### src/rtl/alu_stage_mc_pkg.sv
// -----------------------------------------------------------------------------
// alu_stage_mc_pkg
// Shared definitions for the multi-cycle ALU stage: function-code constants,
// FSM state encoding and the shift/rotate decode helper.
// -----------------------------------------------------------------------------
package alu_stage_mc_pkg;

   localparam logic [3:0] FN_ADD = 4'b0000;
   localparam logic [3:0] FN_SUB = 4'b0001;
   localparam logic [3:0] FN_AND = 4'b0010;
   localparam logic [3:0] FN_OR  = 4'b0011;
   localparam logic [3:0] FN_NOT = 4'b0100;
   localparam logic [3:0] FN_SRA = 4'b1000;
   localparam logic [3:0] FN_SRL = 4'b1001;
   localparam logic [3:0] FN_SLL = 4'b1010;
   localparam logic [3:0] FN_ROL = 4'b1100;
   localparam logic [3:0] FN_ROR = 4'b1101;

   typedef enum logic {
      ST_IDLE  = 1'b0,
      ST_SHIFT = 1'b1
   } state_t;

   // True for the codes that execute iteratively, one bit position per cycle.
   function automatic logic is_shift(input logic [3:0] func);
      logic r;
      case (func)
         FN_SRA, FN_SRL, FN_SLL, FN_ROL, FN_ROR: r = 1'b1;
         default:                                r = 1'b0;
      endcase
      return r;
   endfunction

endpackage

### src/rtl/alu_stage_mc_core.sv
// -----------------------------------------------------------------------------
// alu_core
// Combinational ALU: ADD/SUB (with signed overflow), AND, OR, NOT A and a
// single-bit-position shift/rotate of A. Unknown codes give 0 with no overflow.
// Ports:
//   i_a, i_b   operands (i_b ignored by NOT and shift/rotate codes)
//   i_func     function code
//   o_res      result
//   o_ovf      signed overflow, ADD/SUB only
// -----------------------------------------------------------------------------
module alu_core
   import alu_stage_mc_pkg::*;
#(
   parameter int WIDTH = 32
) (
   input  logic [WIDTH-1:0] i_a,
   input  logic [WIDTH-1:0] i_b,
   input  logic [3:0]       i_func,
   output logic [WIDTH-1:0] o_res,
   output logic             o_ovf
);

   logic [WIDTH-1:0] w_bp;
   logic [WIDTH-1:0] w_sum;

   // Function decode; SUB is done as A + (~B + 1) so one adder serves both.
   always_comb begin
      w_bp  = (i_func == FN_SUB) ? (~i_b + WIDTH'(1)) : i_b;
      w_sum = i_a + w_bp;
      o_res = '0;
      o_ovf = 1'b0;
      case (i_func)
         FN_ADD, FN_SUB: begin
            o_res = w_sum;
            o_ovf = (i_a[WIDTH-1] == w_bp[WIDTH-1]) && (w_sum[WIDTH-1] != i_a[WIDTH-1]);
         end
         FN_AND:  o_res = i_a & i_b;
         FN_OR:   o_res = i_a | i_b;
         FN_NOT:  o_res = ~i_a;
         FN_SRA:  o_res = {i_a[WIDTH-1], i_a[WIDTH-1:1]};
         FN_SRL:  o_res = {1'b0, i_a[WIDTH-1:1]};
         FN_SLL:  o_res = {i_a[WIDTH-2:0], 1'b0};
         FN_ROL:  o_res = {i_a[WIDTH-2:0], i_a[WIDTH-1]};
         FN_ROR:  o_res = {i_a[0], i_a[WIDTH-1:1]};
         default: o_res = '0;
      endcase
   end

endmodule

### src/rtl/alu_stage_mc.sv
// -----------------------------------------------------------------------------
// alu_stage_mc
// Multi-cycle ALU stage with valid/ready handshakes on both sides.
// Single-cycle ops register their result one edge after accept; shifts and
// rotates iterate one bit per cycle through alu_core.
// Ports:
//   Clk, Reset           clock, asynchronous active-high reset
//   in_valid / in_ready  operation handshake
//   RF_A, RF_B, Immed    operands; ALU_Bin_SEL picks Immed (1) or RF_B (0)
//   ALU_func             function code
//   out_valid/out_ready  result handshake
//   ALU_out, Zero_out, Ovf_out  registered result and flags
//   Busy                 iterative operation in progress
// -----------------------------------------------------------------------------
module alu_stage_mc
   import alu_stage_mc_pkg::*;
#(
   parameter int WIDTH = 32
) (
   input  logic             Clk,
   input  logic             Reset,
   input  logic             in_valid,
   output logic             in_ready,
   input  logic [WIDTH-1:0] RF_A,
   input  logic [WIDTH-1:0] RF_B,
   input  logic [WIDTH-1:0] Immed,
   input  logic             ALU_Bin_SEL,
   input  logic [3:0]       ALU_func,
   output logic             out_valid,
   input  logic             out_ready,
   output logic [WIDTH-1:0] ALU_out,
   output logic             Zero_out,
   output logic             Ovf_out,
   output logic             Busy
);

   localparam int SHW = $clog2(WIDTH);

   state_t           r_state;
   logic [WIDTH-1:0] r_work;
   logic [WIDTH-1:0] r_out;
   logic [SHW-1:0]   r_cnt;
   logic [3:0]       r_op;
   logic             r_valid;
   logic             r_zero;
   logic             r_ovf;
   logic             r_busy;

   logic [WIDTH-1:0] w_b;
   logic [SHW-1:0]   w_amt;
   logic [WIDTH-1:0] w_core_a;
   logic [3:0]       w_core_func;
   logic [WIDTH-1:0] w_core_res;
   logic             w_core_ovf;
   logic             w_in_shift;
   logic             w_free;
   logic             w_accept;
   logic [WIDTH-1:0] w_idle_res;

   assign w_b        = ALU_Bin_SEL ? Immed : RF_B;
   assign w_amt      = w_b[SHW-1:0];
   assign w_in_shift = is_shift(ALU_func);

   // Result register can take a new value if empty or being drained now.
   assign w_free   = !r_valid || out_ready;
   assign in_ready = !Reset && (r_state == ST_IDLE) && w_free;
   assign w_accept = in_valid && in_ready;

   // The core sees live inputs in IDLE and the working register during SHIFT.
   assign w_core_a    = (r_state == ST_SHIFT) ? r_work : RF_A;
   assign w_core_func = (r_state == ST_SHIFT) ? r_op : ALU_func;

   // A shift by 0 passes A through unchanged.
   assign w_idle_res = w_in_shift ? RF_A : w_core_res;

   alu_core #(.WIDTH(WIDTH)) u_core (
      .i_a    (w_core_a),
      .i_b    (w_b),
      .i_func (w_core_func),
      .o_res  (w_core_res),
      .o_ovf  (w_core_ovf)
   );

   // Control FSM, iterative shift datapath and registered outputs.
   always_ff @(posedge Clk or posedge Reset) begin
      if (Reset) begin
         r_state <= ST_IDLE;
         r_work  <= '0;
         r_out   <= '0;
         r_cnt   <= '0;
         r_op    <= 4'b0000;
         r_valid <= 1'b0;
         r_zero  <= 1'b1;
         r_ovf   <= 1'b0;
         r_busy  <= 1'b0;
      end else begin
         case (r_state)
            ST_IDLE: begin
               if (w_accept) begin
                  if (w_in_shift && (w_amt != '0)) begin
                     r_work  <= RF_A;
                     r_op    <= ALU_func;
                     r_cnt   <= w_amt;
                     r_busy  <= 1'b1;
                     r_state <= ST_SHIFT;
                     // Accept implies the old result is gone (or was never there).
                     r_valid <= 1'b0;
                  end else begin
                     r_out   <= w_idle_res;
                     r_zero  <= (w_idle_res == '0);
                     r_ovf   <= w_in_shift ? 1'b0 : w_core_ovf;
                     r_valid <= 1'b1;
                  end
               end else if (out_ready) begin
                  r_valid <= 1'b0;
               end
            end
            ST_SHIFT: begin
               if (r_cnt == SHW'(1)) begin
                  // Final step: only commit once the result register is free,
                  // otherwise hold here with the counter parked at 1.
                  if (w_free) begin
                     r_out   <= w_core_res;
                     r_zero  <= (w_core_res == '0);
                     r_ovf   <= 1'b0;
                     r_valid <= 1'b1;
                     r_cnt   <= '0;
                     r_busy  <= 1'b0;
                     r_state <= ST_IDLE;
                  end
               end else begin
                  r_work <= w_core_res;
                  r_cnt  <= r_cnt - SHW'(1);
                  if (out_ready) begin
                     r_valid <= 1'b0;
                  end
               end
            end
            default: begin
               r_state <= ST_IDLE;
               r_busy  <= 1'b0;
            end
         endcase
      end
   end

   assign out_valid = r_valid;
   assign ALU_out   = r_out;
   assign Zero_out  = r_zero;
   assign Ovf_out   = r_ovf;
   assign Busy      = r_busy;

endmodule

### config.mk
export PLATFORM = sky130hd
export DESIGN_NAME = alu_stage_mc
export DESIGN_NICKNAME = d
export VERILOG_FILES = /design/src/rtl/alu_stage_mc_pkg.sv /design/src/rtl/alu_stage_mc_core.sv /design/src/rtl/alu_stage_mc.sv
export SDC_FILE = /design/constraint.sdc
export NUM_CORES = 1
export LEC_CHECK = 0
export CORE_MARGIN = 1
export CORE_UTILIZATION = 56
export DETAILED_ROUTE_END_ITERATION = 8
export PLACE_DENSITY = 0.82
export SLEW_MARGIN = 25
export SYNTH_ARGS = -nofsm -noshare
export SYNTH_HDL_FRONTEND = slang
export SYNTH_HIERARCHICAL = 1
export SYNTH_SLANG_ARGS = --single-unit
### constraint.sdc
create_clock -name Clk -period 6.4 [get_ports Clk]
set_input_delay 1.28 -clock Clk [delete_from_list [all_inputs] [get_ports Clk]]
set_output_delay 1.28 -clock Clk [all_outputs]
set_load 0.02 [all_outputs]
Word level (Yosys, flattened, before mapping). Index checks and enable logic that the tools add are counted.

Output and inout bits: 37. Latch bits: 0. Input bits: 105. Logic and storage cells: 107. Bits in read-only memories: 0. Memory bits (writable): 0. Memories kept: 0. Register bits after elaboration: 78.

Eq/ne operators: 24. Divide/modulo/power cells: 0. Multiply operators: 0. Bitwise gates (word level): 5. Order comparisons: 0. Shifts and indexed selects: 0. Multiplexer cells: 47. Add/sub/neg operators: 3. Reduce and logical (&&, ||, !) cells: 19.

Operators with widths (count): $mux W32 (11); $pmux W32 S9 (1); $pmux W32 S2 (2); $logic_not A32 Y1 (2); $not A32 Y32 (2); $eq A4 B4 Y1 const B (10); $add A32 B1 Y32 const B (1); $add A32 B32 Y32 (1); $and A32 B32 Y32 (1); $or A32 B32 Y32 (1); $mux W1 (22); $mux W5 (4); $pmux W1 S2 (5); $pmux W5 S2 (1); $reduce_and A3 Y1 (3); $eq A4 B2 Y1 const B (2); $reduce_and A4 Y1 (2); $ne A2 B1 Y1 const B (3); $ne A2 B2 Y1 const B (3); $eq A5 B1 Y1 const B (1); $logic_and A1 B1 Y1 (5); $reduce_bool A5 Y1 (1); $reduce_or A5 Y1 (1); $sub A5 B1 Y5 const B (1); other kinds (11) (12).

Longest topological paths before layout. Gate-level depths: netlist of the first run.

Depth in word-level cells: 12. Mapped depth: 25. Gate-level depth less buffers: 22.

Cells and area by module. Netlist of the first run, hierarchy kept.

By module, submodules not included: alu_stage_mc (times used 1, area an instance 4889.7 µm², seq. area each 1953.1 µm², cells an instance 421); alu_core (times used 1, area an instance 3963.8 µm², seq. area each 0.0 µm², cells an instance 599).

Least setup slack after synthesis of the first run. No wires, ideal clock.

Path type: input -> register. Start point: input port ALU_Bin_SEL. End point: register r_zero, in the netlist Zero_out. Arrival: 6053 ps. Path slack: 273 ps. Library setup time: 75 ps. Stages: 23. Data required time: 6325 ps. Path buffers: 4. Cells stage by stage: buf_6 > clkbuf_1 > clkbuf_1 > mux2_2 > or3_1 > nor3_4 > and3_4 > nand2_1 > o21ai_0 > xnor2_1 > ha_1 > clkbuf_1 > nand2_1 > or3_1 > or3_1 > o2111a_1 > mux2i_1 > nand2_1 > nor4_1 > nand4_1 > nor2_1 > a21oi_1 > mux2i_1.

Cells in the longest elaborated chain, start to end: 11. Elaborated cells between the ends (all ways): 20. Classes of those cells: add/sub: 2; eq/ne: 1; mux: 9; bitwise: 3; reduce/logical: 5.

Ends and longest elaborated chain: start: declaration (line alu_stage_mc.sv:27) `input logic ALU_Bin_SEL,`; $mux W32 * (line alu_stage_mc.sv:60) `assign w_b = ALU_Bin_SEL ? Immed : RF_B;`; via w_b[13] (line alu_stage_mc.sv:49) `logic [WIDTH-1:0] w_b;`; $not A32 Y32 (line alu_stage_mc_core.sv:28) `w_bp = (i_func == FN_SUB) ? (~i_b + WIDTH'(1)) : i_b;`; $add A32 B1 Y32 (line alu_stage_mc_core.sv:28); $mux W32 * (line alu_stage_mc_core.sv:28); $add A32 B32 Y32 * (line alu_stage_mc_core.sv:29) `w_sum = i_a + w_bp;`; $pmux W32 S9 * (line alu_stage_mc_core.sv:32) `case (i_func)`; via w_core_res[28] (line alu_stage_mc.sv:53) `logic [WIDTH-1:0] w_core_res;`; $mux W32 (line alu_stage_mc.sv:74) `assign w_idle_res = w_in_shift ? RF_A : w_core_res;`; $logic_not A32 Y1 (line alu_stage_mc.sv:110) `r_zero <= (w_idle_res == '0);`; $mux W1 (line alu_stage_mc.sv:100) `if (w_in_shift && (w_amt != '0)) begin`; $mux W1 (line alu_stage_mc.sv:99) `if (w_accept) begin`; $pmux W1 S2 * (line alu_stage_mc.sv:97) `case (r_state)`; end signal: assignment (line alu_stage_mc.sv:110); end signal: assignment (line alu_stage_mc.sv:124) `r_zero <= (w_core_res == '0);`; end: declaration (line alu_stage_mc.sv:45) `logic r_zero;`.

Mark *: on every way through the listed nets, which the timed path passes. The rest lies on a longest branch. The select of a mux whose other input is x is not followed. A chain may end at the register's enable or synchronous reset.

Worst setup path after layout of the first run. Ends and elaborated chain as after synthesis.

==> qor_table.md, run 1 <==
| Result | Value | Unit |
|:---|:---|:---|
| Result of the run | finished clean | - |
| Average wire per standard cell | 22.3 | um |
| Power dissipated by switching net loads | 3.18 | mW |
| Crit end category | flop | - |
| Most common cell after layout, fill and taps aside | sky130_fd_sc_hd__clkdlybuf4s50_1 | - |
| P_int | 3.36 | mW |
| Max-cap violations | 0 | - |
| Top area cells in the synthesized netlist | sky130_fd_sc_hd__dfrtp_1 22%, sky130_fd_sc_hd__mux2_2 14%, sky130_fd_sc_hd__ha_1 6.1% | - |
| Number of setup buffers added after CTS | 0 | - |
| Ys flop type | sky130_fd_sc_hd__dfrtp_1 | - |
| Count of unique library cells instantiated by Yosys | 89 | - |
| Type of the worst setup path | input port to flop | - |
| HPWL after detailed placement | 24,500 | um |
| Cell with the largest stage delay on the worst path | sky130_fd_sc_hd__or4_4 | - |
| Number of synthesized register bits | 78 | - |
| Most repeated library cell on the critical path | sky130_fd_sc_hd__nor2_1 | - |
| Total via count after detailed routing | 9,162 | - |
| Total CTS buffers | 9 | - |
| Detailed-router iteration count before antenna repair | 5 | - |
| Power density relative to cell area | 577 | nW/um2 |
| Total negative slack for setup checks | 0 | ns |
| Met3 GRT Util | 0.0701 | - |
| EDFF count, synth | 0 | - |
| Highest net fanout along the worst path | 25 | - |
| Clock sink count | 78 | - |
| 1st-iter DRT viols | 906 | - |
| Residual DRC count | 0 | - |
| Worst skew pair latency | 0.35 | ns |
| Final hold slack | 0.477 | ns |
| CP Launch Type | input port | - |
| Post-synthesis instance area | 8850 | um2 |
| Fraction of power consumed by sequential logic | 0.138 | - |
| CTS Buffer Depth | 2 | - |
| Std-Cell Rows | 45 | - |
| Count of instances resized after the clock tree is built | 0 | - |
| Antenna Nets Post-Route | 0 | - |
| CTS clock-pin slew for the worst setup and hold paths | 0.06 | ns |
| Commonest cells after routing, fill and taps aside | 141 x sky130_fd_sc_hd__clkdlybuf4s50_1, 108 x sky130_fd_sc_hd__mux2_2, 98 x sky130_fd_sc_hd__a21oi_1, 98 x sky130_fd_sc_hd__buf_4, 79 x sky130_fd_sc_hd__nor2_1 | - |
| Antenna diode instance count | 0 | - |
| Maximum clock skew at final layout | 0.00764 | ns |
| Final cycle utilization of the critical path | 0.949 | - |
| P&R area growth vs syn | 28.1 | % |
| Die span in y | 128 | um |
| Longest individual stage delay on the worst path | 0.58 | ns |
| Via-per-instance ratio | 6.44 | - |
| Dominant cell type by area after synthesis | sky130_fd_sc_hd__dfrtp_1 | - |
| Initial cell density of the core | 0.578 | - |
| Number of fill cells | 1,186 | - |
| Mapped Nets | 1,169 | - |
| Synth top area share | 0.218 | - |
| Quantity of hold-fixing buffers added after cts | 0 | - |
| Grt total ovfl | 0 | - |
| Fraction of final layout cells sized beyond drive strength 1 | 0.236 | - |
| Final Hold Vio Count | 0 | - |
| Average footprint of a synthesized cell | 8.68 | um2 |
| Global-route wire length before repair | 48,900 | um |
| Port Buf Inserts | 141 | - |
| Clock power frac | 0.086 | - |
| GR Util met1 | 0.433 | - |
| Maximum operating frequency | 0.165 | GHz |
| Final worst path period need | 6.08 | ns |
| Number of pins with negative max-slew slack in the final report | 0 | - |
| Final setup viols | 0 | - |
| Number of H-tree levels | 3 | - |
| Path class of the lowest-slack min-delay path | flop to flop | - |
| Worst vdd ir | 0.000394 | V |
| Number of instances in the synthesized netlist | 1,020 | - |
| I/O pin count | 142 | - |
| Core area | 15,300 | um2 |
| Number of warnings printed during yosys synthesis | 6 | - |
| Series of cell instances along the critical path | clkdlybuf4s50_1, buf_12, mux2_2, or4_4, nor2_4, buf_4, nor2_1, xor2_1, ha_1, and4_1, nand2b_1, o211ai_1, o211ai_2, a2111oi_2, or3_1, a31o_1, nor4_1, nand4_1, nor2_1, a21oi_1, mux2i_1 | - |
| Global route hottest layer | met2 | - |
| Die outline area | 16,300 | um2 |
| Maximum number of pins on one net before global-route repair | 79 | - |
| CTS tree | built | - |
| Worst-Margin Slew | 0.961 | ns |
| Number of global-route vias before repair | 9,114 | - |
| Worst EP arrival | 6.34 | ns |
| FFs w/ async S/R, synth | 1.00 | - |
| Worst slew margin relative to its limit | 0.359 | - |
| Initial antenna violation count | 0 | - |
| Leak Pwr | 4.59 | nW |
| Comb power frac | 0.776 | - |
| Switching share of power | 0.486 | - |
| Net total in the final layout | 1,355 | - |
| Die Width | 128 | um |
| CP required | 6.66 | ns |
| Routed wire length | 31,700 | um |
| CTS Root Buffer Type | sky130_fd_sc_hd__clkbuf_16 | - |
| Met2 demand-to-capacity share in global routing | 0.697 | - |
| Last weighted congestion value of the routability-driven placer | 1.10 | - |
| Total routing usage reported by global routing | 0.390 | - |
| Part of the Yosys area used for sequential elements | 0.221 | - |
==> routing by layer <==
layer | wire (um) | part of all wire | vias up
met5 | 0 | 0 | -
met4 | 2100 | 0.066 | 0
met3 | 2070 | 0.065 | 159
met2 | 15600 | 0.49 | 470
met1 | 11900 | 0.38 | 4340
li1 | - | - | 4193
==> synth_stat cells, types with 4 or more instances <==
library cell / n
sky130_fd_sc_hd__nor2_1: 79
sky130_fd_sc_hd__nor2b_1: 8
sky130_fd_sc_hd__dfrtp_1: 77
sky130_fd_sc_hd__nor3_1: 25
sky130_fd_sc_hd__a211oi_1: 4
sky130_fd_sc_hd__o21bai_1: 5
sky130_fd_sc_hd__o21ai_0: 70
sky130_fd_sc_hd__nand4_1: 17
sky130_fd_sc_hd__a22oi_1: 17
sky130_fd_sc_hd__inv_1: 18
sky130_fd_sc_hd__a21o_1: 12
sky130_fd_sc_hd__clkbuf_1: 47
sky130_fd_sc_hd__o31ai_1: 8
sky130_fd_sc_hd__a21oi_1: 98
sky130_fd_sc_hd__nor4_1: 19
sky130_fd_sc_hd__a221oi_1: 11
sky130_fd_sc_hd__mux2_2: 108
sky130_fd_sc_hd__buf_2: 7
sky130_fd_sc_hd__o211ai_1: 4
sky130_fd_sc_hd__o21a_1: 6
sky130_fd_sc_hd__mux2i_1: 38
sky130_fd_sc_hd__o21ai_1: 5
sky130_fd_sc_hd__or3_1: 6
sky130_fd_sc_hd__a31oi_1: 6
sky130_fd_sc_hd__ha_1: 43
sky130_fd_sc_hd__nand2b_1: 7
sky130_fd_sc_hd__and3_1: 6
sky130_fd_sc_hd__maj3_1: 25
sky130_fd_sc_hd__a221o_1: 5
sky130_fd_sc_hd__nand3_1: 11
sky130_fd_sc_hd__xnor2_1: 29
sky130_fd_sc_hd__nand2_1: 69
sky130_fd_sc_hd__mux2_4: 28
sky130_fd_sc_hd__xor2_1: 22
==> cell type report <==
type                    instances  area, um2  share of cell area
multi-input cells             857       6550               0.577
clock buffers                  11        243              0.0214
well taps                     211        264              0.0233
repair buffers                241       2180               0.192
clock inverters                 5       81.3             0.00717
flip-flops and latches         78       1960               0.173
inverters                      19       71.3             0.00629
==> per-stage QoR <==
stage	area (um2)	total power [mW]	cells	worst slack [ns]	utilization
floorplan	8850	4.10	1020	0.273	-
global placement	11000	5.74	1406	0.0884	0.717
detailed placement	11000	5.81	1406	-0.0493	0.717
CTS	11300	6.42	1422	0.317	0.738
global route	11300	6.92	1422	-0.00408	0.741
finish	11300	6.55	1422	0.323	0.741
==> sequential cells by signal (all words and copies together), names as in the netlist <==
signal	cells
ALU_out	32
Busy	1
Ovf_out	1
Zero_out	1
out_valid	1
r_cnt	5
r_op	4
r_state	1
r_work	32
==> kinds of logic (layout without fill, tap and decap cells) <==
kind of cell / after synthesis / in the layout / synth area share
compound gates: 290 / 290 / 0.209
simple gates: 273 / 273 / 0.154
mux: 174 / 174 / 0.228
buf+inv: 85 / 276 / 0.0466
flops: 78 / 78 / 0.221
fa+ha+maj: 69 / 69 / 0.0913
xor+xnor: 51 / 51 / 0.0505
==> power by group through the flow <==
| stage | clock network (mW) | registers, mW | logic, mW |
|---|---|---|---|
| 2_1_floorplan | 0 | 0.979 | 3.12 |
| 3_3_place_gp | 0 | 0.879 | 4.86 |
| 3_5_place_dp | 0 | 0.896 | 4.91 |
| 4_1_cts | 0.571 | 0.895 | 4.95 |
| 5_1_grt | 0.588 | 0.923 | 5.41 |
| 6_report | 0.563 | 0.901 | 5.08 |
==> worst paths after layout <==
check                           end  slack (ns)         from  cells after the start
setup reg to reg           Zero_out        1.25      r_state                     18
hold / removal                 Busy        0.48         Busy                      1
min in group asynchronous   r_state        1.52        Reset                      3
hold reg to reg                Busy        0.48         Busy                      1
setup / recovery           Zero_out        0.32  ALU_Bin_SEL                     21
max in group asynchronous   r_state        4.35        Reset                      3
==> worst max-delay path: cells and delay by family <==
family | cells | cell delay, ns
buf+inv | 3 | 0.81
xor+xnor | 1 | 0.14
compound gates | 5 | 1.06
mux | 2 | 0.56
simple gates | 9 | 2.07
fa+ha+maj | 1 | 0.38
No activity file was read; power rests on OpenSTA's default activity.
==> run 2, diff against run 1 <==
--- a/config.mk
+++ b/config.mk
@@ -8,9 +8,8 @@
 export CORE_MARGIN = 1
 export CORE_UTILIZATION = 56
 export DETAILED_ROUTE_END_ITERATION = 8
-export PLACE_DENSITY = 0.82
+export PLACE_DENSITY = 0.81
 export SLEW_MARGIN = 25
 export SYNTH_ARGS = -nofsm -noshare
 export SYNTH_HDL_FRONTEND = slang
-export SYNTH_HIERARCHICAL = 1
 export SYNTH_SLANG_ARGS = --single-unit
==> run 2 against run 1 <==
Net effect: cell area is 2.0% higher; critical path depth is 1 lower; synthesized cell count grew 19%; power grew 0.32%; combinational power about the same; fmax grew 1.3%; die area increased by 4.9%; clock skew about the same; core utilization is 2.0 points lower; largest power group unchanged.
==> qor_table.md, run 2 <==
| Result | Value | Unit |
|:---|:---|:---|
| Ys flop type | sky130_fd_sc_hd__dfrtp_1 | - |
| P&R area growth vs syn | 24.4 | % |
| Post-synthesis instance area | 9300 | um2 |
| Number of synthesized register bits | 78 | - |
| Final setup viols | 0 | - |
| Final cycle utilization of the critical path | 0.937 | - |
| Cell with the largest stage delay on the worst path | sky130_fd_sc_hd__or4_1 | - |
| CTS Root Buffer Type | sky130_fd_sc_hd__clkbuf_16 | - |
| Count of unique library cells instantiated by Yosys | 98 | - |
| Last weighted congestion value of the routability-driven placer | 1.04 | - |
| Longest individual stage delay on the worst path | 0.57 | ns |
| HPWL after detailed placement | 24,500 | um |
| Worst-Margin Slew | 1.18 | ns |
| Highest net fanout along the worst path | 17 | - |
| Post-route cell area | 11,600 | um2 |
| CP Launch Type | input port | - |
| Maximum number of pins on one net before global-route repair | 79 | - |
| Initial cell density of the core | 0.579 | - |
| Type of the worst setup path | input port to flop | - |
| Max-cap violations | 0 | - |
| Maximum operating frequency | 0.167 | GHz |
| Leak Pwr | 4.80 | nW |
| Worst skew pair latency | 0.35 | ns |
| Die Width | 131 | um |
| Die span in y | 131 | um |
| 1st-iter DRT viols | 1,228 | - |
| CTS clock-pin slew for the worst setup and hold paths | 0.06 | ns |
| Synth top area share | 0.207 | - |
| Most common cell after layout, fill and taps aside | sky130_fd_sc_hd__nand2_1 | - |
| Grt total ovfl | 0 | - |
| Number of H-tree levels | 3 | - |
| Setup WS post-layout | 0.404 | ns |
| Final Hold Vio Count | 0 | - |
| Synth top cells by count | 148 x sky130_fd_sc_hd__nand2_1, 122 x sky130_fd_sc_hd__o21ai_0, 97 x sky130_fd_sc_hd__a21oi_1, 84 x sky130_fd_sc_hd__nor2_1, 77 x sky130_fd_sc_hd__dfrtp_1 | - |
| CP required | 6.66 | ns |
| Die outline area | 17,100 | um2 |
| Std-Cell Rows | 46 | - |
| Path class of the lowest-slack min-delay path | flop to flop | - |
| Detailed-router iteration count before antenna repair | 6 | - |
| Residual DRC count | 0 | - |
| Fraction of final layout cells sized beyond drive strength 1 | 0.122 | - |
| Routed wire length | 31,900 | um |
| Total via count after detailed routing | 10,500 | - |
| Global-route wire length before repair | 49,200 | um |
| Part of the Yosys area used for sequential elements | 0.210 | - |
| Result of the run | finished clean | - |
| Worst EP arrival | 6.26 | ns |
| Number of warnings printed during yosys synthesis | 0 | - |
| I/O pin count | 142 | - |
| Family with the most delay on the worst path | compound AO/OA/AOI/OAI gates | - |
| Number of instances in the synthesized netlist | 1,210 | - |
| Total routing usage reported by global routing | 0.374 | - |
| Clock sink count | 78 | - |
| Number of global-route vias before repair | 9,931 | - |
| CTS Buffer Depth | 2 | - |
| Core area | 16,100 | um2 |
| Mapped Nets | 1,358 | - |
| Maximum clock skew at final layout | 0.00737 | ns |
| Final worst path period need | 6.00 | ns |
| Worst slew margin relative to its limit | 0.209 | - |
| Crit end category | flop | - |
| Top area cells in the synthesized netlist | sky130_fd_sc_hd__dfrtp_1 21%, sky130_fd_sc_hd__mux2i_1 7.1%, sky130_fd_sc_hd__o21ai_0 6.6% | - |
| Average footprint of a synthesized cell | 7.68 | um2 |
| Series of cell instances along the critical path | clkdlybuf4s50_1, or4_1, buf_4, o41ai_2, nand2_1, buf_4, nor2_1, xnor2_1, ha_1, a21oi_1, nor2_1, o21a_1, o311ai_1, a2111o_1, o211ai_1, a2111oi_0, nand4_1, or3_1, a21o_1, o31ai_1 | - |
| Worst slack at placement | -0.0621 | ns |
| EDFF count, synth | 0 | - |
| Initial antenna violation count | 1 | - |
| Final standard cell utilization of the core | 0.720 | - |
| CTS tree | built | - |
| Dpl cell area | 11,200 | um2 |
| Crit path buffers/inverters | 3 | - |
| Power density relative to cell area | 568 | nW/um2 |
| Net total in the final layout | 1,518 | - |
| Antenna Nets Post-Route | 0 | - |
| Commonest cells after routing, fill and taps aside | 148 x sky130_fd_sc_hd__nand2_1, 140 x sky130_fd_sc_hd__clkdlybuf4s50_1, 122 x sky130_fd_sc_hd__o21ai_0, 97 x sky130_fd_sc_hd__a21oi_1, 83 x sky130_fd_sc_hd__nor2_1 | - |
| Number of pins with negative max-slew slack in the final report | 0 | - |
| FFs w/ async S/R, synth | 1.00 | - |
| Dominant cell type by area after synthesis | sky130_fd_sc_hd__dfrtp_1 | - |
| Total CTS buffers | 9 | - |
| Via-per-instance ratio | 6.59 | - |
| Port Buf Inserts | 141 | - |
| Total negative slack for setup checks | 0 | ns |
| Leading cell type by number of instances after synthesis | sky130_fd_sc_hd__nand2_1 | - |
| Average wire per standard cell | 20.0 | um |
| Worst vdd ir | 0.000323 | V |
-- run 2: changes by cell type in the layout (fill, tap and decap cells not counted), sizes merged, moves of 13 or more --
| cell | delta |
|---|---|
| a211oi | +13 |
| buf | -21 |
| inv | +19 |
| maj3 | -25 |
| mux2 | -112 |
| mux2i | +35 |
| nand2 | +79 |
| nand3 | +28 |
| o21ai | +50 |
-- run 2: kinds of logic after synthesis --
logic type	synth area share
adder cells (fa/ha/maj)	0.0587
buffers and inverters	0.0563
multiplexers	0.115
AO/OA/AOI/OAI	0.294
XOR/XNOR	0.0452
flip-flops	0.210
AND/OR/NAND/NOR	0.221
-- run 2: what timing repair did --
action	CTS	global route
resized for setup	0	6
setup buffers	0	2
setup endpoints to repair	0	4
hold buffers	0	0
-- run 2: final timing paths --
kind | startpoint | to | slack (ns) | depth (start not counted)
min in group asynchronous | Reset | r_state | 1.50 | 3
worst max register to register | r_state | Zero_out | 1.00 | 15
max in group asynchronous | Reset | r_work[26] | 4.37 | 3
worst min register to register | ALU_out[30] | ALU_out[30] | 0.48 | 2
worst max-delay path | ALU_func[1] | Zero_out | 0.40 | 20
worst min-delay path | ALU_out[30] | ALU_out[30] | 0.48 | 2
-- run 2: metrics by stage --
step / hold WS (ns) / total power [mW] / std cells
2_1_floorplan: 0.444 / 4.30 / 1210
3_3_place_gp: 0.456 / 5.77 / 1573
3_5_place_dp: 0.467 / 5.85 / 1573
4_1_cts: 0.481 / 6.42 / 1589
5_1_grt: 0.506 / 7.02 / 1592
6_report: 0.481 / 6.57 / 1592
-- run 2: power breakdown --
part / leakage, nW / total (mW) / internal (mW) / switching [mW]
clock network: 0.147 / 0.539 / 0.315 / 0.223
registers: 0.968 / 0.936 / 0.732 / 0.204
logic: 3.69 / 5.09 / 2.03 / 3.07
-- run 2: tightest hold or removal path: cells and delay by family (launching register included) --
kind | cells | cell delay, ns
AOI/OAI and AO/OA | 1 | 0.06
and+or+nand+nor | 1 | 0.05
DFF | 1 | 0.34
-- run 2: area by class of cell --
| class | count | area (um2) |
|---|---|---|
| multi-input combinational | 1025 | 6890 |
| timing repair buffer | 219 | 2000 |
| sequential | 78 | 1960 |
| tap | 216 | 270 |
| clock inverter | 6 | 70.1 |
| antenna | 1 | 2.50 |
| fill | 1316 | 4490 |
| clock buffer | 10 | 239 |
| inverter | 37 | 139 |
-- run 2: metal layers --
metal / up-vias / GRT usage / share of wire
li1: 4851 / - / -
met1: 4850 / 0.427 / 0.37
met2: 600 / 0.634 / 0.48
met3: 196 / 0.0651 / 0.078
met4: 0 / 0.266 / 0.072
met5: - / 0 / 0
==> run 3, diff against run 2 <==
--- a/config.mk
+++ b/config.mk
@@ -9,6 +9,7 @@
 export CORE_UTILIZATION = 56
 export DETAILED_ROUTE_END_ITERATION = 8
 export PLACE_DENSITY = 0.81
+export SETUP_SLACK_MARGIN = 0.3
 export SLEW_MARGIN = 25
 export SYNTH_ARGS = -nofsm -noshare
 export SYNTH_HDL_FRONTEND = slang
==> run 3 against run 2 <==
Net effect: combinational power grew 6.7%; largest cell class unchanged; core utilization increased by 2.9 points; die area stayed put; fmax shrank 0.38%; first-iteration DRC count is 6.7% higher; via count up 2.8%; clock skew fell by 0.0017 ns; global-route usage increased by 1.4 points; power is 5.5% higher; highest routed layer unchanged; register-to-register slack improved by 0.03 ns.
==> qor_table.md, run 3 (synthesized netlist as in run 2, its figures left out) <==
| Result | Value | Unit |
|:---|:---|:---|
| CP Launch Type | input port | - |
| Maximum number of pins on one net before global-route repair | 79 | - |
| Total CTS buffers | 9 | - |
| Cell with the largest stage delay on the worst path | sky130_fd_sc_hd__or3_4 | - |
| Met2 demand-to-capacity share in global routing | 0.654 | - |
| Die outline area | 17,100 | um2 |
| Number of fill cells | 1,244 | - |
| Final setup viols | 0 | - |
| P&R area growth vs syn | 29.4 | % |
| Total via count after detailed routing | 10,800 | - |
| Residual DRC count | 0 | - |
| Die span in y | 131 | um |
| Endpoint of the worst hold-timing path | r_work[3] | - |
| Flip-flop and latch area | 1960 | um2 |
| Port Buf Inserts | 141 | - |
| Worst EP arrival | 6.27 | ns |
| Global-route wire length before repair | 51,300 | um |
| Std-Cell Rows | 46 | - |
| GR Util met1 | 0.442 | - |
| Crit end category | flop | - |
| Maximum clock skew at final layout | 0.00570 | ns |
| Type of the worst setup path | input port to flop | - |
| Number of pins with negative max-slew slack in the final report | 0 | - |
| Leak Pwr | 5.08 | nW |
| CTS clock-pin slew for the worst setup and hold paths | 0.06 | ns |
| Fraction of power consumed by sequential logic | 0.134 | - |
| Family with the most delay on the worst path | simple AND/OR/NAND/NOR gates | - |
| P_int | 3.28 | mW |
| HPWL after detailed placement | 25,000 | um |
| Switching share of power | 0.527 | - |
| Via-per-instance ratio | 6.69 | - |
| Overall Power | 6.93 | mW |
| Crit path buffers/inverters | 2 | - |
| Antenna diode instance count | 0 | - |
| Final hold slack | 0.482 | ns |
| Comb power frac | 0.785 | - |
| Final worst path period need | 6.02 | ns |
| CTS Buffer Depth | 2 | - |
| Final cycle utilization of the critical path | 0.940 | - |
| Power density relative to cell area | 576 | nW/um2 |
| Clock power frac | 0.082 | - |
| Fraction of final layout cells sized beyond drive strength 1 | 0.156 | - |
| 1st-iter DRT viols | 1,310 | - |
| Worst-Margin Slew | 0.935 | ns |
| Total routing usage reported by global routing | 0.388 | - |
| Initial cell density of the core | 0.579 | - |
| I/O pin count | 142 | - |
| Final Hold Vio Count | 0 | - |
| Max-cap violations | 0 | - |
| Power dissipated by switching net loads | 3.65 | mW |
| Path class of the lowest-slack min-delay path | flop to flop | - |
| Met3 GRT Util | 0.0717 | - |
| Last weighted congestion value of the routability-driven placer | 1.03 | - |
| Clock sink count | 78 | - |
| Hold path depth | 2 | - |
| Longest individual stage delay on the worst path | 0.46 | ns |
| Routed wire length | 33,300 | um |
| CTS Root Buffer Type | sky130_fd_sc_hd__clkbuf_16 | - |
| Commonest cells after routing, fill and taps aside | 148 x sky130_fd_sc_hd__nand2_1, 130 x sky130_fd_sc_hd__clkdlybuf4s50_1, 116 x sky130_fd_sc_hd__o21ai_0, 96 x sky130_fd_sc_hd__buf_4, 93 x sky130_fd_sc_hd__a21oi_1 | - |
| Total negative slack for setup checks | 0 | ns |
| Global route hottest layer | met2 | - |
| Core area | 16,100 | um2 |
| CP required | 6.65 | ns |
| Number of H-tree levels | 3 | - |
| Antenna Nets Post-Route | 0 | - |
| Grt total ovfl | 0 | - |
| Dpl cell area | 11,300 | um2 |
| Post-route cell area | 12,000 | um2 |
| Maximum operating frequency | 0.166 | GHz |
| Highest net fanout along the worst path | 9 | - |
| Worst skew pair latency | 0.34 | ns |
| RSZ-0062 raised after global routing | no | - |
| R2r startpoint | r_state | - |
| Worst reg-to-reg path cell count | 15 | - |
| Average wire per standard cell | 20.6 | um |
| Worst vdd ir | 0.000352 | V |
| Worst slew margin relative to its limit | 0.375 | - |
| Series of cell instances along the critical path | buf_2, mux2i_4, ha_2, o211ai_1, or3_4, nor4_4, and2_4, inv_1, nor3_4, a21oi_2, xnor2_2, ha_1, a211oi_2, nor2_2, nor3b_2, o2bb2ai_2, a31oi_2, a21oi_1, o211a_1, nand4_1, or3_1, a21o_1, o31ai_2 | - |
| Inst Count DP | 1,586 | - |
| Detailed-router iteration count before antenna repair | 7 | - |
| Endpoint of the lowest-slack register-to-register path | Zero_out | - |
| Number of global-route vias before repair | 10,000 | - |
| Die Width | 131 | um |
| Net total in the final layout | 1,541 | - |
| Hold Path Origin | r_work[3] | - |
| Initial antenna violation count | 0 | - |
| Reg-to-reg setup timing slack | 1.03 | ns |
| Result of the run | finished clean | - |
| Most common cell after layout, fill and taps aside | sky130_fd_sc_hd__nand2_1 | - |
| Area of the multi-input gates | 7100 | um2 |
| CTS tree | built | - |
| Non-filler cells in the finished layout | 1,614 | - |
==> run 3: cell count changes in the layout (fill, tap and decap cells not counted), sizes merged <==
cell / delta
buf: +23
dlymetal6s2s: +10
inv: -1
clkinv: +1
clkinvlp: -2
clkdlybuf4s50: -10
diode: -1
clkbuf: +1
bufinv: +1
==> run 3: worst max-delay path by stage <==
stage	startpoint	to	slack, ns	cells after the start
global placement	Immed[1]	Zero_out	-0.08	23
floorplan	ALU_Bin_SEL	Zero_out	0.24	23
global route	ALU_Bin_SEL	Zero_out	0.25	24
CTS	Immed[1]	Zero_out	0.30	22
finish	ALU_Bin_SEL	Zero_out	0.38	23
detailed placement	Immed[1]	Zero_out	-0.16	23
==> run 3: power by group through the flow <==
| stage | Combinational [mW] | Clock (mW) | Sequential, mW |
|---|---|---|---|
| floorplan | 3.35 | 0 | 0.972 |
| global placement | 5.00 | 0 | 0.918 |
| detailed placement | 5.06 | 0 | 0.926 |
| CTS | 5.12 | 0.572 | 0.919 |
| global route | 5.85 | 0.589 | 0.957 |
| finish | 5.43 | 0.567 | 0.925 |
==> run 3: area by class of cell <==
class	count	share of cell area
inverters	37	0.0115
clock buffers	11	0.0202
repair buffers	242	0.186
clock inverters	5	0.00687
flip-flops and latches	78	0.163
multi-input cells	1025	0.590
well taps	216	0.0225
==> run 3: per-layer routing <==
layer / vias to the layer above / part of all wire
met5: - / 0
met4: 0 / 0.078
met3: 208 / 0.078
met2: 643 / 0.48
met1: 5031 / 0.37
li1: 4910 / -
==> run 3: worst reg2reg max path: stages, from the launching register on <==
cell and delay (ns):
sky130_fd_sc_hd__dfrtp_4 0.67, sky130_fd_sc_hd__buf_4 0.50, sky130_fd_sc_hd__buf_4 0.57, sky130_fd_sc_hd__mux2i_1 0.43, sky130_fd_sc_hd__inv_1 0.17, sky130_fd_sc_hd__ha_1 0.44
sky130_fd_sc_hd__a21oi_1 0.25, sky130_fd_sc_hd__o221a_2 0.31, sky130_fd_sc_hd__mux2i_1 0.11, sky130_fd_sc_hd__a2111oi_2 0.36, sky130_fd_sc_hd__nand3_1 0.17, sky130_fd_sc_hd__a2111oi_2 0.32
sky130_fd_sc_hd__nand4_1 0.20, sky130_fd_sc_hd__or3_1 0.42, sky130_fd_sc_hd__a21o_1 0.18, sky130_fd_sc_hd__o31ai_2 0.19
==> run 3: timing repair <==
action	in CTS	in global routing
pin swaps	0	29
endpoints found under the setup margin	1	5
hold endpoints to repair	0	0
hold buffers	0	0
resized for setup	3	59
buffers inserted	0	12
==> run 3: metrics by stage <==
| step | utilization | setup WS [ns] |
|---|---|---|
| 6_report | 0.749 | 0.381 |
| 3_3_place_gp | 0.707 | -0.0849 |
| 4_1_cts | 0.728 | 0.302 |
| 3_5_place_dp | 0.707 | -0.156 |
| 2_1_floorplan | - | 0.236 |
| 5_1_grt | 0.749 | 0.245 |
